`src/rtl/l4_trigger_delay.sv`:
```
// Purpose : delays each L4 source trigger by its programmed delay and merges
//           the expiring triggers into one strobe with a type mask and pretrigger depth.
// Latency : a pulse in cycle N with delay D gives trig_o in cycle N+D+1. There is no backpressure:
//           a retrigger on a busy source is discarded and flagged in dropped_o.
//
// Ports:
//   clk_i, rst_n_i        clock, asynchronous active-low reset
//   l4_i, l4_enable_i     per-source trigger pulses and enables
//   delay_vector_i        packed per-source delays, source i at [i*DELAY_BITS +: DELAY_BITS]
//   pretrigger_vector_i   packed per-source pretrigger depths, same packing
//   dropped_clr_i         clears the sticky dropped_o flags
//   busy_o, dropped_o     per-source in-flight flag and sticky drop flag
//   trig_o, trig_type_o,  merged strobe, mask of expiring sources, and the
//   trig_pretrigger_o     maximum latched pretrigger depth among them
module l4_trigger_delay #(
  parameter int NUM_L4      = 5,
  parameter int DELAY_BITS  = 8,
  parameter int PRETRG_BITS = 4
) (
  input  logic                          clk_i,
  input  logic                          rst_n_i,
  input  logic [NUM_L4-1:0]             l4_i,
  input  logic [NUM_L4-1:0]             l4_enable_i,
  input  logic [DELAY_BITS*NUM_L4-1:0]  delay_vector_i,
  input  logic [PRETRG_BITS*NUM_L4-1:0] pretrigger_vector_i,
  input  logic                          dropped_clr_i,
  output logic [NUM_L4-1:0]             busy_o,
  output logic [NUM_L4-1:0]             dropped_o,
  output logic                          trig_o,
  output logic [NUM_L4-1:0]             trig_type_o,
  output logic [PRETRG_BITS-1:0]        trig_pretrigger_o
);

  typedef enum logic {
    IDLE  = 1'b0,
    COUNT = 1'b1
  } state_t;

  state_t                 state_q [NUM_L4];
  state_t                 state_d [NUM_L4];
  logic [DELAY_BITS-1:0]  cnt_q   [NUM_L4];
  logic [DELAY_BITS-1:0]  cnt_d   [NUM_L4];
  logic [PRETRG_BITS-1:0] pre_q   [NUM_L4];
  logic [PRETRG_BITS-1:0] pre_d   [NUM_L4];
  // Pretrigger value that belongs to a channel expiring next cycle. For a
  // zero delay the channel fires straight out of IDLE, so the value must come
  // from the input vector rather than the not-yet-loaded holding register.
  logic [PRETRG_BITS-1:0] pre_src [NUM_L4];

  logic [NUM_L4-1:0]      fire_nxt;
  logic [NUM_L4-1:0]      drop_nxt;
  logic [PRETRG_BITS-1:0] pre_max;

  logic [NUM_L4-1:0]      dropped_q;
  logic                   trig_q;
  logic [NUM_L4-1:0]      trig_type_q;
  logic [PRETRG_BITS-1:0] trig_pre_q;

  // Per-channel next-state logic. The merged outputs are registered, so
  // expiry is detected one cycle early: a channel that fires in cycle N+D+1
  // (counter reaching 0) is flagged while its counter is still 1, or at
  // arm time when D = 0.
  always_comb begin
    for (int i = 0; i < NUM_L4; i++) begin
      state_d[i]  = state_q[i];
      cnt_d[i]    = cnt_q[i];
      pre_d[i]    = pre_q[i];
      pre_src[i]  = pre_q[i];
      fire_nxt[i] = 1'b0;
      drop_nxt[i] = 1'b0;
      case (state_q[i])
        IDLE: begin
          if (l4_i[i] && l4_enable_i[i]) begin
            state_d[i]  = COUNT;
            cnt_d[i]    = delay_vector_i[i*DELAY_BITS +: DELAY_BITS];
            pre_d[i]    = pretrigger_vector_i[i*PRETRG_BITS +: PRETRG_BITS];
            pre_src[i]  = pretrigger_vector_i[i*PRETRG_BITS +: PRETRG_BITS];
            fire_nxt[i] = (delay_vector_i[i*DELAY_BITS +: DELAY_BITS] == '0);
          end
        end
        COUNT: begin
          // Re-arming only happens from IDLE, so a pulse in the expiry
          // cycle is dropped as well.
          drop_nxt[i] = l4_i[i] && l4_enable_i[i];
          fire_nxt[i] = (cnt_q[i] == DELAY_BITS'(1));
          if (cnt_q[i] == '0) begin
            state_d[i] = IDLE;
          end else begin
            cnt_d[i] = cnt_q[i] - DELAY_BITS'(1);
          end
        end
        default: begin
          state_d[i] = IDLE;
        end
      endcase
    end
  end

  // Unsigned maximum pretrigger across the channels expiring next cycle.
  always_comb begin
    pre_max = '0;
    for (int i = 0; i < NUM_L4; i++) begin
      if (fire_nxt[i] && (pre_src[i] > pre_max)) begin
        pre_max = pre_src[i];
      end
    end
  end

  always_ff @(posedge clk_i or negedge rst_n_i) begin
    if (!rst_n_i) begin
      for (int i = 0; i < NUM_L4; i++) begin
        state_q[i] <= IDLE;
        cnt_q[i]   <= '0;
        pre_q[i]   <= '0;
      end
    end else begin
      for (int i = 0; i < NUM_L4; i++) begin
        state_q[i] <= state_d[i];
        cnt_q[i]   <= cnt_d[i];
        pre_q[i]   <= pre_d[i];
      end
    end
  end

  // Sticky drop flags: a new drop wins over a simultaneous clear.
  always_ff @(posedge clk_i or negedge rst_n_i) begin
    if (!rst_n_i) begin
      dropped_q <= '0;
    end else begin
      dropped_q <= (dropped_q & ~{NUM_L4{dropped_clr_i}}) | drop_nxt;
    end
  end

  always_ff @(posedge clk_i or negedge rst_n_i) begin
    if (!rst_n_i) begin
      trig_q      <= 1'b0;
      trig_type_q <= '0;
      trig_pre_q  <= '0;
    end else begin
      trig_q      <= |fire_nxt;
      trig_type_q <= fire_nxt;
      trig_pre_q  <= pre_max;
    end
  end

  always_comb begin
    for (int i = 0; i < NUM_L4; i++) begin
      busy_o[i] = (state_q[i] == COUNT);
    end
  end

  assign dropped_o         = dropped_q;
  assign trig_o            = trig_q;
  assign trig_type_o       = trig_type_q;
  assign trig_pretrigger_o = trig_pre_q;

endmodule

```
`config.mk`:
```
export PLATFORM = sky130hd
export DESIGN_NAME = l4_trigger_delay
export DESIGN_NICKNAME = d
export VERILOG_FILES = /design/src/rtl/l4_trigger_delay.sv
export SDC_FILE = /design/constraint.sdc
export NUM_CORES = 1
export LEC_CHECK = 0
export BUFFER_PORTS_ARGS = -buffer_cell sky130_fd_sc_hd__buf_2
export CAP_MARGIN = 25
export CORE_MARGIN = 2
export CORE_UTILIZATION = 55
export CTS_CLUSTER_DIAMETER = 200
export DETAILED_ROUTE_END_ITERATION = 8
export PLACE_DENSITY = 0.79
export SETUP_SLACK_MARGIN = 0.2
export SYNTH_ARGS = -nofsm -noshare
export SYNTH_HDL_FRONTEND = slang
export SYNTH_SLANG_ARGS = --single-unit
export TNS_END_PERCENT = 5
```
`constraint.sdc`:
```
create_clock -name clk_i -period 9.5 [get_ports clk_i]
set_clock_uncertainty 0.15 [all_clocks]
set_input_delay 0.475 -clock clk_i [delete_from_list [all_inputs] [get_ports clk_i]]
set_output_delay 0.475 -clock clk_i [all_outputs]
set_load 0.02 [all_outputs]
```
Word-level counts from Yosys, hierarchy flattened
Cells that the tools add are included.
{"block": "totals", "reg_bits": 80, "inputBits": 73, "output_inout_bits": 20}
{"block": "op_classes", "add_sub_neg": 5, "order_cmp": 5, "eq_ne": 15, "n_mux": 60, "bitwise": 8, "n_reduce_logical": 26}
{"operator": "$logic_not 8->1", "n": 10}
{"operator": "$mux 8", "n": 10}
{"operator": "$pmux 8 s2", "n": 5}
{"operator": "$mux 4", "n": 15}
{"operator": "$eq 8x1->1 const B", "n": 5}
{"operator": "$sub 8x1->8 const B", "n": 5}
{"operator": "$mux 1", "n": 20}
{"operator": "$ne 2x2->1 const B", "n": 10}
{"operator": "$pmux 1 s2", "n": 10}
{"operator": "$gt 4x4->1", "n": 4}
{"operator": "$logic_and 1x1->1", "n": 10}
{"operator": "$reduce_and 2->1", "n": 5}
{"operator": "$and 5x5->5", "n": 1}
{"operator": "$not 1->1", "n": 5}
{"operator": "$not 5->5", "n": 1}
{"operator": "$or 5x5->5", "n": 1}
{"operator": "$reduce_or 5->1", "n": 1}
{"operator": "$gt 4x1->1 const B", "n": 1}

Depth between registers and ports, before layout
{"block": "depth", "depth_word": 18, "ltp_mapped": 37, "depth_no_buf": 36}

Least setup slack after synthesis
Ideal clock, no wire load.
{"block": "synth_path", "path_kind": "register to register", "start": "register state_q (netlist bit busy_o[1])", "end": "register trig_pre_q[0], in the netlist trig_pretrigger_o[0]", "setup_ns": 0.130, "t_arrival_ns": 6.769, "required_ns": 9.220, "setup_slack_ns": 2.450, "path_stages_with_launch": 33, "n_path_buf": 3, "period_less_slack_ns": 7.050, "cell_sequence": "dfrtp_1 > buf_2 > nand3b_1 > buf_1 > mux2_2 > ha_1 > nand2_1 > o21ai_0 > nand3_1 > and2b_1 > a31oi_1 > ha_1 > nand2_1 > a21o_1 > a21oi_1 > o221a_4 > mux2_4 > ha_1 > nand2_1 > or2_2 > a221o_1 > o211ai_2 > nand2_1 > mux2_1 > ha_1 > o21a_1 > o21ai_0 > nand2b_1 > and3_1 > clkbuf_1 > nor2_1 > a32oi_1 > o31ai_1"}
{"block": "synth_via", "elab_chain_cells": 13, "word_cells_on_any_way": 15}
{"element": "from (decl)", "line": "39", "text": "state_t state_q [NUM_L4];"}
{"element": "from (signal, indexed assignment)", "line": "118", "text": "state_q[i] <= state_d[i];"}
{"element": "$mux 4 / $not 1->1 (equally long branches)"}
{"element": "$gt 4x4->1 / $pmux 1 s2 (equally long branches)", "line": "103, 71"}
{"element": "$logic_and 1x1->1", "line": "103", "text": "if (fire_nxt[i] && (pre_src[i] > pre_max)) begin"}
{"element": "$mux 4 *", "line": "103"}
{"element": "$gt 4x4->1", "line": "103"}
{"element": "$logic_and 1x1->1", "line": "103"}
{"element": "$mux 4 *", "line": "103"}
{"element": "$gt 4x4->1", "line": "103"}
{"element": "$logic_and 1x1->1", "line": "103"}
{"element": "$mux 4 *", "line": "103"}
{"element": "$gt 4x4->1", "line": "103"}
{"element": "$logic_and 1x1->1", "line": "103"}
{"element": "$mux 4 *", "line": "103"}
{"element": "via pre_max[0]", "line": "52", "text": "logic [PRETRG_BITS-1:0] pre_max;"}
{"element": "to (signal assigned)", "line": "142", "text": "trig_pre_q <= pre_max;"}
{"element": "to (decl)", "line": "57", "text": "logic [PRETRG_BITS-1:0] trig_pre_q;"}
Mark *: on every way through the listed nets, which the timed path passes. The rest lies on a longest branch.
A chain may end at the register's enable or synchronous reset.

Final worst setup path
{"block": "layout_path", "start": "register state_q (netlist bit busy_o[1])", "end": "register trig_pre_q[2], in the netlist trig_pretrigger_o[2]"}
The elaborated chain is that of the path after synthesis.

==> impl_metrics.json <==
{
  "drt_iter0_drc": 168,
  "grt_max_degree": 81,
  "ys_types": 61,
  "ant_nets": 0,
  "syn_to_final_growth_pct": 16.62,
  "synth_area_leaders": "dfrtp_1, ha_1, mux2i_1, nand2_1, o21ai_0",
  "die_w_microns": 97.75,
  "clkLatencyLatePin_ps": 350,
  "wire_per_inst_microns": 15.71,
  "clockBufferDepth": 2,
  "start_util_pct": 55.97,
  "ys_ff_latch": 80,
  "io_pins": 93,
  "crit_fanout": 17,
  "maxSlewHeadroom_pct": 43.98,
  "cap_violations": 0,
  "numCtsBuffers": 9,
  "endpoint": "trig_pretrigger_o[2]",
  "crit_top_cell": "ha_1",
  "ys.flop_type": "dfrtp_1",
  "cp.arrival_ps": 8140,
  "coreArea_sq_mm": 0.008636,
  "dp_hpwl_microns": 8531,
  "regToRegSetupSlack_ps": 1440,
  "final_nets": 704,
  "overflow": 0,
  "period_minus_slack_ps": 8061,
  "cts_tree": "built",
  "min_path_type": "input port to register",
  "worstSetupPathType": "register to register",
  "end_kind": "register",
  "finalHoldViolations": 0,
  "r2r-end": "trig_pretrigger_o[2]",
  "worstReg2RegStart": "busy_o[1]",
  "slowest_stage": "nand3b_1",
  "cp.required_ps": 9580,
  "gp_congestion": 0.9438,
  "run_status": "finished, final reports clean",
  "routed_wl_microns": 11280,
  "synthArstFlopShare_pct": 100.0,
  "slew_violations": 0,
  "startpoint": "busy_o[1]",
  "rsz0062_at_grt": "false",
  "synth_cells": 514,
  "fmax_mhz": 124.1,
  "tightest_slew_ps": 833.2,
  "grtUsageTotal_pct": 24.50,
  "die_area_sq_mm": 0.009554,
  "fillers": 717,
  "ir_worst_vdd_mv": 0.1056,
  "synth_top_area_share_pct": 41.42,
  "drc_errors": 0,
  "synth_nets": 612,
  "yosys-top-cells-count": "dfrtp_1, nand2_1, inv_1",
  "placed_cell_area_sq_mm": 0.005379,
  "fin_setup_tns_ps": 0,
  "dr.pass1.iters": 5,
  "die_y_microns": 97.75,
  "fin_crit_sh_pct": 84.85,
  "synth_area_sq_mm": 0.004833,
  "synthMostInstantiatedCell": "dfrtp_1",
  "startpoint_type": "register",
  "power_density_mw_per_mm2": 250.1,
  "yosysWarnings": 0,
  "antenna_found_initial": 0,
  "vias": 4186,
  "crit_path_max_incr_delay_ps": 610,
  "cellLeakagePower_nw": 2.853,
  "htreeDepth": 3,
  "path_clk_slew_ps": 80,
  "synth.avg_cell_area_sq_um": 9.403,
  "ys_seq_area_share_pct": 41.42,
  "netlist.top_cell.by_area": "dfrtp_1",
  "final_area_sq_mm": 0.005637,
  "rows": 34,
  "cts_root_buffer": "clkbuf_8",
  "finalSetupViolCount": 0,
  "reg2regPathDepth": 30,
  "synth_enable_flop_cells": 0,
  "cts_sinks": 80,
  "drive_gt1_share_pct": 22.46,
  "via_per_inst": 5.830,
  "final_core_util_pct": 65.27,
  "port_buffers": 92,
  "grt_pass1_vias": 4075,
  "grt_pass1_wl_microns": 18970,
  "antenna_cells": 0
}
==> cell usage in the layout, fill, tap and decap left out, drive strengths merged, types with 10 or more instances in the layout <==
master,netlist,routed
nand2,53,53
o21ai,37,37
ha,25,25
mux2i,28,28
inv,43,43
nand3,21,21
mux2,12,12
xnor2,11,11
nor2,29,29
nor4,10,10
nor3,15,15
a21oi,30,30
dfrtp,80,80
clkbuf,7,12
buf,6,93
==> repair_timing <==
| action | CTS | global route |
|---|---|---|
| resized for setup | 0 | 0 |
| buffers inserted | 0 | 0 |
| endpoints found under the hold margin | 0 | 5 |
| hold buffers | 0 | 1 |
==> area by class of cell <==
cell class	instances	area, sq um	area share (%)
inverter	43	161.4	2.863
sequential	80	2002	35.52
clock buffer	12	155.1	2.752
multi-input combinational	378	2618	46.44
timing repair buffer	94	500.5	8.879
tap	108	135.1	2.397
clock inverter	3	65.06	1.154
==> layer usage <==
layer	vias up	routed length (microns)	part of all wire, %	track usage, %
li1	2044	-	-	-
met1	1994	4944	44	31.49
met2	127	5494	49	41.64
met3	21	652	5.8	5.512
met4	0	188	1.7	7.479
met5	-	0	0	0
==> sequential cells by signal, summed over array words and instances, names as in the netlist <==
register           flops
trig_pretrigger_o      4
cnt_q                 40
trig_o                 1
trig_type_o            5
dropped_o              5
pre_q                 20
busy_o                 5
==> power breakdown <==
| part | switching [mW] | internal [mW] | total (mW) |
|---|---|---|---|
| Combinational | 0.297 | 0.249 | 0.546 |
| Sequential | 0.127 | 0.459 | 0.586 |
| Clock | 0.117 | 0.161 | 0.278 |
| Total | 0.541 | 0.868 | 1.41 |
==> critical path: cells and delay by family, from the launching register on <==
family | cells | cell delay (ps)
AO/OA/AOI/OAI | 12 | 2200
adder cells (fa/ha/maj) | 4 | 1310
buffers and inverters | 1 | 140
flip-flops | 1 | 580
multiplexers | 3 | 1210
AND/OR/NAND/NOR | 10 | 2350
==> through the flow <==
| step | hold slack [ps] | std cells | worst slack [ps] | power, mW |
|---|---|---|---|---|
| after floorplan | 29.41 | 514 | 2450 | 0.9836 |
| after global placement | 326.5 | 701 | 2152 | 1.091 |
| after detailed placement | 331.1 | 701 | 1612 | 1.131 |
| after CTS | 167.6 | 716 | 1490 | 1.413 |
| after global routing | 213.2 | 718 | 908.9 | 1.526 |
| final | 221.7 | 718 | 1439 | 1.410 |
==> cell families (layout without fill, tap and decap cells) <==
group | count (synthesis) | after routing | share of synthesized area, %
AOI/OAI and AO/OA | 120 | 120 | 16.93
xor gates and xnor gates | 16 | 16 | 2.899
adders and majority gates | 25 | 25 | 6.472
buffers and inverters | 56 | 152 | 4.427
DFF | 80 | 80 | 41.42
muxes | 40 | 40 | 8.750
and+or+nand+nor | 177 | 177 | 19.10
==> worst min-delay path by stage <==
stage | endpoint | slack, ps | depth (start not counted) | from
after floorplan | busy_o[0] | 30 | 0 | rst_n_i
after CTS | cnt_q[6] | 170 | 1 | rst_n_i
final | cnt_q[22] | 220 | 3 | delay_vector_i[22]
after detailed placement | pre_q[17] | 330 | 1 | pre_q[17]
after global placement | pre_q[17] | 330 | 1 | pre_q[17]
after global routing | cnt_q[22] | 210 | 3 | delay_vector_i[22]
(Power assumes the default switching activity.)
